`src/rtl/program_loader_if.sv`:
```
// program_loader_if: byte stream in, instruction-memory write port and boot status out
//   in_data/in_valid/in_ready  byte stream handshake
//   mem_addr/mem_wdata/mem_wr  instruction memory write port
//   cpu_reset/load_done/load_error  boot status
//   master = stream source and memory/status sink, slave = loader
interface program_loader_if #(parameter int ADDR_W = 32);
   logic [7:0]        in_data;
   logic              in_valid;
   logic              in_ready;
   logic [ADDR_W-1:0] mem_addr;
   logic [31:0]       mem_wdata;
   logic              mem_wr;
   logic              cpu_reset;
   logic              load_done;
   logic              load_error;
   modport master (output in_data, in_valid,
                   input in_ready, mem_addr, mem_wdata, mem_wr, cpu_reset, load_done, load_error);
   modport slave  (input in_data, in_valid,
                   output in_ready, mem_addr, mem_wdata, mem_wr, cpu_reset, load_done, load_error);
endinterface

```
`src/rtl/program_loader.sv`:
```
// program_loader: assembles a length-prefixed, XOR-checksummed byte stream into 32-bit words
//   Clk, Reset  clock and asynchronous active-high reset
//   bus         stream handshake, memory write port and boot status (slave side)
module program_loader #(
   parameter int MEM_WORDS = 4096,
   parameter int ADDR_W    = 32
) (
   input logic           Clk,
   input logic           Reset,
   program_loader_if.slave bus
);
   typedef enum logic [2:0] {S_LEN0, S_LEN1, S_DATA, S_WRITE, S_CSUM, S_DONE, S_ERR} state_t;
   state_t            state, nxt;
   logic [15:0]       len;
   logic [16:0]       widx;
   logic [1:0]        bidx;
   logic [7:0]        csum;
   logic [31:0]       word;
   logic [ADDR_W-1:0] mem_addr;
   logic [31:0]       mem_wdata;
   logic              mem_wr;
   logic              ready;
   logic              accept;
   logic [15:0]       n_new;
   assign ready  = !Reset && (state == S_LEN0 || state == S_LEN1 || state == S_DATA || state == S_CSUM);
   assign accept = bus.in_valid && ready;
   assign n_new  = {bus.in_data, len[7:0]};
   always_comb begin
      nxt = state;
      case (state)
         S_LEN0:  nxt = accept ? S_LEN1 : S_LEN0;
         S_LEN1:  nxt = !accept ? S_LEN1 :
                        n_new == 16'd0 ? S_CSUM :
                        32'(n_new) > 32'(MEM_WORDS) ? S_ERR : S_DATA;
         S_DATA:  nxt = accept && bidx == 2'd3 ? S_WRITE : S_DATA;
         S_WRITE: nxt = widx + 17'd1 == {1'b0, len} ? S_CSUM : S_DATA;
         S_CSUM:  nxt = !accept ? S_CSUM : bus.in_data == csum ? S_DONE : S_ERR;
         default: nxt = state;
      endcase
   end
   // The write strobe, address and word are registered on the edge that takes
   // lane 3, so they are valid exactly during S_WRITE and hold afterwards.
   always_ff @(posedge Clk or posedge Reset) begin
      if (Reset) begin
         state     <= S_LEN0;
         len       <= '0;
         widx      <= '0;
         bidx      <= '0;
         csum      <= '0;
         word      <= '0;
         mem_addr  <= '0;
         mem_wdata <= '0;
         mem_wr    <= 1'b0;
      end else begin
         state  <= nxt;
         mem_wr <= 1'b0;
         if (accept && state == S_LEN0) len[7:0] <= bus.in_data;
         if (accept && state == S_LEN1) begin
            len[15:8] <= bus.in_data;
            widx      <= '0;
            bidx      <= '0;
         end
         if (accept && state == S_DATA) begin
            csum <= csum ^ bus.in_data;
            bidx <= bidx + 2'd1;
            word <= {bus.in_data, word[31:8]};
            if (bidx == 2'd3) begin
               mem_wr    <= 1'b1;
               mem_wdata <= {bus.in_data, word[31:8]};
               mem_addr  <= ADDR_W'({widx, 2'b00});
            end
         end
         if (state == S_WRITE) widx <= widx + 17'd1;
      end
   end
   assign bus.in_ready   = ready;
   assign bus.mem_addr   = mem_addr;
   assign bus.mem_wdata  = mem_wdata;
   assign bus.mem_wr     = mem_wr;
   assign bus.cpu_reset  = Reset || state != S_DONE;
   assign bus.load_done  = state == S_DONE;
   assign bus.load_error = state == S_ERR;
endmodule

```
`src/flat_wrapper.sv`:
```
// flat-port wrapper written by rule: the top's interface ports become plain ports
module program_loader_flat 
#(
   parameter int MEM_WORDS = 4096,
   parameter int ADDR_W    = 32
)
  (Clk, Reset, bus_in_data, bus_in_valid, bus_in_ready, bus_mem_addr, bus_mem_wdata, bus_mem_wr, bus_cpu_reset, bus_load_done, bus_load_error);
  program_loader_if #(.ADDR_W(ADDR_W)) bus_i ();
  input logic Clk;
  input logic Reset;
  input wire logic [$bits(bus_i.in_data)-1:0] bus_in_data;
  input wire logic [$bits(bus_i.in_valid)-1:0] bus_in_valid;
  output wire logic [$bits(bus_i.in_ready)-1:0] bus_in_ready;
  output wire logic [$bits(bus_i.mem_addr)-1:0] bus_mem_addr;
  output wire logic [$bits(bus_i.mem_wdata)-1:0] bus_mem_wdata;
  output wire logic [$bits(bus_i.mem_wr)-1:0] bus_mem_wr;
  output wire logic [$bits(bus_i.cpu_reset)-1:0] bus_cpu_reset;
  output wire logic [$bits(bus_i.load_done)-1:0] bus_load_done;
  output wire logic [$bits(bus_i.load_error)-1:0] bus_load_error;
  assign bus_i.in_data = bus_in_data;
  assign bus_i.in_valid = bus_in_valid;
  assign bus_in_ready = bus_i.in_ready;
  assign bus_mem_addr = bus_i.mem_addr;
  assign bus_mem_wdata = bus_i.mem_wdata;
  assign bus_mem_wr = bus_i.mem_wr;
  assign bus_cpu_reset = bus_i.cpu_reset;
  assign bus_load_done = bus_i.load_done;
  assign bus_load_error = bus_i.load_error;
  program_loader #(.MEM_WORDS(MEM_WORDS), .ADDR_W(ADDR_W)) u_core (.Clk(Clk), .Reset(Reset), .bus(bus_i));
endmodule
```
`config.mk`:
```
export PLATFORM = sky130hd
export DESIGN_NAME = program_loader_flat
export DESIGN_NICKNAME = d
export VERILOG_FILES = /design/src/rtl/program_loader_if.sv /design/src/rtl/program_loader.sv /design/src/flat_wrapper.sv
export SDC_FILE = /design/constraint.sdc
export NUM_CORES = 1
export LEC_CHECK = 0
export CAP_MARGIN = 0
export CORE_AREA = 4 4 121 111
export CTS_CLUSTER_DIAMETER = 40
export DETAILED_ROUTE_END_ITERATION = 16
export DIE_AREA = 0 0 125 115
export PLACE_DENSITY_LB_ADDON = 0.3
export SLEW_MARGIN = 20
export SYNTH_ARGS = -nofsm -noshare
export SYNTH_HDL_FRONTEND = slang
export SYNTH_SLANG_ARGS = --single-unit
```
`constraint.sdc`:
```
create_clock -name Clk -period 3.31 [get_ports Clk]
set_clock_uncertainty 0.1 [all_clocks]
set_input_delay 0.331 -clock Clk [delete_from_list [all_inputs] [get_ports Clk]]
set_output_delay 0.331 -clock Clk [all_outputs]
set_load 0.02 [all_outputs]
```
Word level (Yosys, flattened, before mapping)
Cells that the tools add are included.
- register bits after elaboration: 128
- output and inout port bits: 69
- word-level logic and storage cells: 56
- bits of input ports: 11
- $lt $le $gt $ge: 1
- multiplexer cells: 15
- add/subtract/negate cells: 2
- equal/unequal tests: 10
- bitwise gates (word level): 1
- reductions and logical operators: 17
- operators with widths (kind ; number):
    $mux W17 ; 2
    $add A17 B1 Y17 const B ; 1
    $eq A17 B16 Y1 ; 1
    $gt A16 B13 Y1 const B ; 1
    $logic_not A16 Y1 ; 1
    $mux W3 ; 5
    $pmux W3 S5 ; 1
    $eq A3 B3 Y1 const B ; 3
    $eq A8 B8 Y1 ; 1
    $xor A8 B8 Y8 ; 1
    $eq A3 B2 Y1 const B ; 2
    $logic_and A1 B1 Y1 ; 6
    $mux W2 ; 3
    $reduce_bool A5 Y1 ; 1
    $logic_or A1 B1 Y1 ; 4
    $mux W1 ; 4
    $reduce_bool A2 Y1 ; 2
    $eq A3 B1 Y1 const B ; 1
    $logic_not A3 Y1 ; 1
    $ne A3 B3 Y1 const B ; 1
    $add A2 B1 Y2 const B ; 1
    $eq A2 B2 Y1 const B ; 1
    $reduce_and A2 Y1 ; 1
    $logic_not A1 Y1 ; 1

Depth between registers and ports, before layout
- depth in word-level cells: 9
- depth in mapped cells: 8
- depth with buffers taken out: 7

Worst setup path before layout
Ideal clock, no wire load.
- path type: input port to output port
- from: input port Reset
- to: output port bus_cpu_reset
- stages: 2
- slack: -0.585 ns
- data required time: 2.879 ns
- path buffers: 0
- arrival time: 3.464 ns
- cell sequence: inv_1 -> nand2_1
- cells in the longest elaborated chain, start to end: 1
- ends and longest elaborated chain (what ; line ; text):
    start: declaration ; flat_wrapper.sv:10 ; input logic Reset;
    $logic_or A1 B1 Y1 ; program_loader.sv:80 ; assign bus.cpu_reset = Reset || state != S_DONE;
    end: declaration ; flat_wrapper.sv:17 ; output wire logic [$bits(bus_i.cpu_reset)-1:0] bus_cpu_reset;
No other way between the ends.

Worst setup path in the final report
- from: register u_core.widx[0]
- to: register u_core.state[1]
- cells in the longest elaborated chain, start to end: 4
- ends and longest elaborated chain (what ; line ; text):
    start: declaration ; program_loader.sv:15 ; logic [16:0] widx;
    start signal: assignment ; program_loader.sv:73 ; if (state == S_WRITE) widx <= widx + 17'd1;
    $add A17 B1 Y17 ; program_loader.sv:36 ; S_WRITE: nxt = widx + 17'd1 == {1'b0, len} ? S_CSUM : S_DATA;
    $eq A17 B16 Y1 ; program_loader.sv:36 ;
    $mux W3 ; program_loader.sv:36 ;
    $pmux W3 S5 ; program_loader.sv:30 ; case (state)
    end signal: assignment ; program_loader.sv:55 ; state <= nxt;
    end: declaration ; program_loader.sv:13 ; state_t state, nxt;
No other way between the ends.
A chain may end at the register's enable or synchronous reset.

==> impl_metrics.py <==
metrics = {
    "pwr": {
        "intPower_w": 0.00277,
        "power_density_nw_per_um2": 496,
        "power_w": 0.00348,
        "power_leakage_nw": 3.31,
        "p_clk_share_pct": 54.8,
        "p_switching_w": 0.000717,
        "p_comb_share_pct": 2.7,
        "swShare_pct": 20.6,
        "power.share.sequential_pct": 42.5,
        "vdd_ir_drop_max_uv": 255,
    },
    "synthesis": {
        "synth-edff-count": 0,
        "netlist.area_leader.share_pct": 53.3,
        "synth_top_family_by_area": "simple AND/OR/NAND/NOR gates",
        "synthFlopType": "dfrtp_1",
        "yosysTopAreaCell": "dfrtp_1",
        "synth_cells": 515,
        "synthArstFlopShare_pct": 100,
        "synth_compound_area_share_pct": 7.44,
        "synth-simple-area-share_pct": 15.7,
        "avgSynthCellArea_um2": 10.9,
        "syn_area_um2": 5630,
        "ys_seq_elements": 120,
        "yosys_warnings": 0,
        "muxShareOfSynthArea_pct": 12.6,
        "synth_fa_ha_area_share_pct": 0.622,
        "synth_top_cells_by_area": "dfrtp_1 53%, mux2_2 13%, nand2_1 6.5%, xnor2_1 2.8%, xor2_1 2.6%",
        "yosysUniqueCellTypes": 56,
        "synth_xor_area_share_pct": 5.84,
        "ys_seq_area_share_pct": 53.3,
    },
    "timing": {
        "fin_crit_sh_pct": 77.6,
        "worst_pin_slew_ps": 755,
        "setup_viol": 0,
        "fin_tns_setup_ps": 0,
        "maxSlewViolCount": 0,
        "min_period_ps": 2570,
        "grt_setup_unrepaired": "no",
        "slew_headroom_pct": 48.4,
        "hold_viol": 0,
        "whs_ps": 371,
        "max_freq_mhz": 389,
    },
    "worst_hold_path": {
        "hold_depth": 2,
        "hold_class": "reg -> reg",
    },
    "detailed_routing": {
        "drc": 0,
        "wire_per_inst_um": 16.5,
        "drtAntennaViolNets": 0,
        "routed_wl_um": 12400,
        "first_pass_iters": 4,
        "avgViaCountPerCell": 5.34,
        "drt-initial-drc-count": 407,
        "vias": 4022,
    },
    "die": {
        "fp.dieH_um": 115,
        "io_pins": 80,
        "core_area_um2": 12100,
        "die_x_um": 125,
        "initial_core_util_pct": 46.6,
        "die_area_um2": 14400,
        "num_rows": 38,
    },
    "global_routing": {
        "antenna_found_initial": 0,
        "grt_start_max_net_pins": 121,
        "gr-usage-all-layers_pct": 18.6,
        "grt_pass1_vias": 4039,
        "grt_overflow_total": 0,
        "grt_first_pass_wirelength_um": 21300,
    },
    "finish": {
        "final_nets": 593,
        "final_common_cell": "dfrtp_1",
        "drive_gt1_share_pct": 19.1,
        "syn2layout_area_growth_pct": 24.6,
        "mostFrequentLayoutCells": "120 x dfrtp_1, 97 x nand2_1, 64 x clkdlybuf4s50_1",
        "fin_area_um2": 7020,
        "num_antenna_cells": 0,
    },
    "clock_network": {
        "clock_path_buffers": 2,
        "cts_htree_levels": 4,
        "cts_resized": 0,
        "numCtsBuffers": 17,
        "clock_sinks": 120,
        "cts_setup_buffers": 0,
        "insertion_delay_ps": 410,
        "cts.clk_slew.worst_paths_ps": 50,
        "cts_tree": "built",
        "postCtsHoldBufs": 0,
        "root_buffer": "clkbuf_16",
    },
    "critical_path": {
        "path_class": "reg -> reg",
        "start_kind": "flip-flop",
        "reg2reg_depth": 7,
        "endpoint_kind": "flip-flop",
        "required_ps": 3510,
        "path_max_fanout": 9,
        "worstPathArrival_ps": 2770,
    },
    "flow_run": {
        "maxCapViolCount": 0,
    },
    "placement": {
        "routabilityCongestion": 0.887,
        "place_area_um2": 6390,
        "port_buffers": 64,
        "dpl.hpwl_um": 8380,
    },
    "status": {
        "status": "finished, final reports clean",
    },
}
cells by family (layout without fill, tap and decap cells):
logic type      count (synthesis)  after routing
compound gates                 66             66
xor+xnor                       36             36
fa+ha+maj                       3              3
buf+inv                        47            111
flops                         120            120
mux                            63             63
other cells                     1             15
simple gates                  179            179
metrics by stage:
stage / util (%) / setup slack [ps] / cells
global placement: 52.9 / 867 / 721
global route: 58.1 / 527 / 753
CTS: 58.1 / 770 / 753
detailed placement: 52.9 / 782 / 721
finish: 58.1 / 742 / 753
floorplan: - / 299 / 529
path summary, 6_finish.rpt:
kind,slack [ps],start,endpoint
setup / recovery,740,u_core.widx[0],u_core.state[1]
hold / removal,370,u_core.word[12],u_core.word[12]
setup reg to reg,740,u_core.widx[0],u_core.state[1]
hold reg to reg,370,u_core.word[12],u_core.word[12]
max in group asynchronous,2190,Reset,u_core.word[8]
min in group asynchronous,450,Reset,u_core.word[20]
power by group through the flow:
stage | clock [W] | sequential, W | combinational [W]
2_1_floorplan | 0 | 0.00150 | 0.0000739
3_3_place_gp | 0 | 0.00150 | 0.0000945
3_5_place_dp | 0 | 0.00151 | 0.0000967
4_1_cts | 0.00194 | 0.00148 | 0.0000977
5_1_grt | 0.00202 | 0.00148 | 0.000106
6_report | 0.00191 | 0.00148 | 0.0000950
synthesized netlist by cell type, drive strengths merged, types with 3 or more instances:
| cell type | number |
|---|---|
| dfrtp | 120 |
| nand2 | 98 |
| mux2 | 63 |
| o21ai | 27 |
| buf | 25 |
| nor2 | 18 |
| xnor2 | 18 |
| clkbuf | 17 |
| xor2 | 17 |
| nand3 | 12 |
| nor2b | 11 |
| a21oi | 10 |
| nor4 | 9 |
| nand4 | 6 |
| inv | 5 |
| nor3 | 5 |
| o31ai | 5 |
| and3 | 3 |
| nand2b | 3 |
| nor3b | 3 |
| o41ai | 3 |
state kept, by name, summed over array words and instances, names as in the netlist:
name / count
u_core.bidx: 2
u_core.bus.mem_wdata: 32
u_core.bus.mem_addr: 17
u_core.state: 3
u_core.bus.mem_wr: 1
u_core.word: 24
u_core.widx: 17
u_core.len: 16
u_core.csum: 8
layout make-up:
type                            count  area (um2)
Inverter                            5        22.5
Fill cell                        1030        5060
Sequential cell                   120        3000
Multi-Input combinational cell    362        2440
Clock inverter                     10         141
Tap cell                          160         200
Clock buffer                       22         484
Timing Repair Buffer               74         728
metal layers:
layer / part of all wire [%] / wire length (um) / global-route usage [%]
met2: 46 / 5700 / 27.9
met3: 5.2 / 642 / 3.90
met5: 0 / 0 / 0
met1: 47 / 5890 / 26.3
met4: 1.5 / 189 / 8.16
worst max-delay path: stages (launching register included):
cell and delay (ps):
dfrtp_1 460, ha_1 380, nand3_1 300, nor4_2 360, xnor2_1 100, a2111oi_0 350
nand4_1 190, a21o_1 210
(Power assumes the default switching activity.)
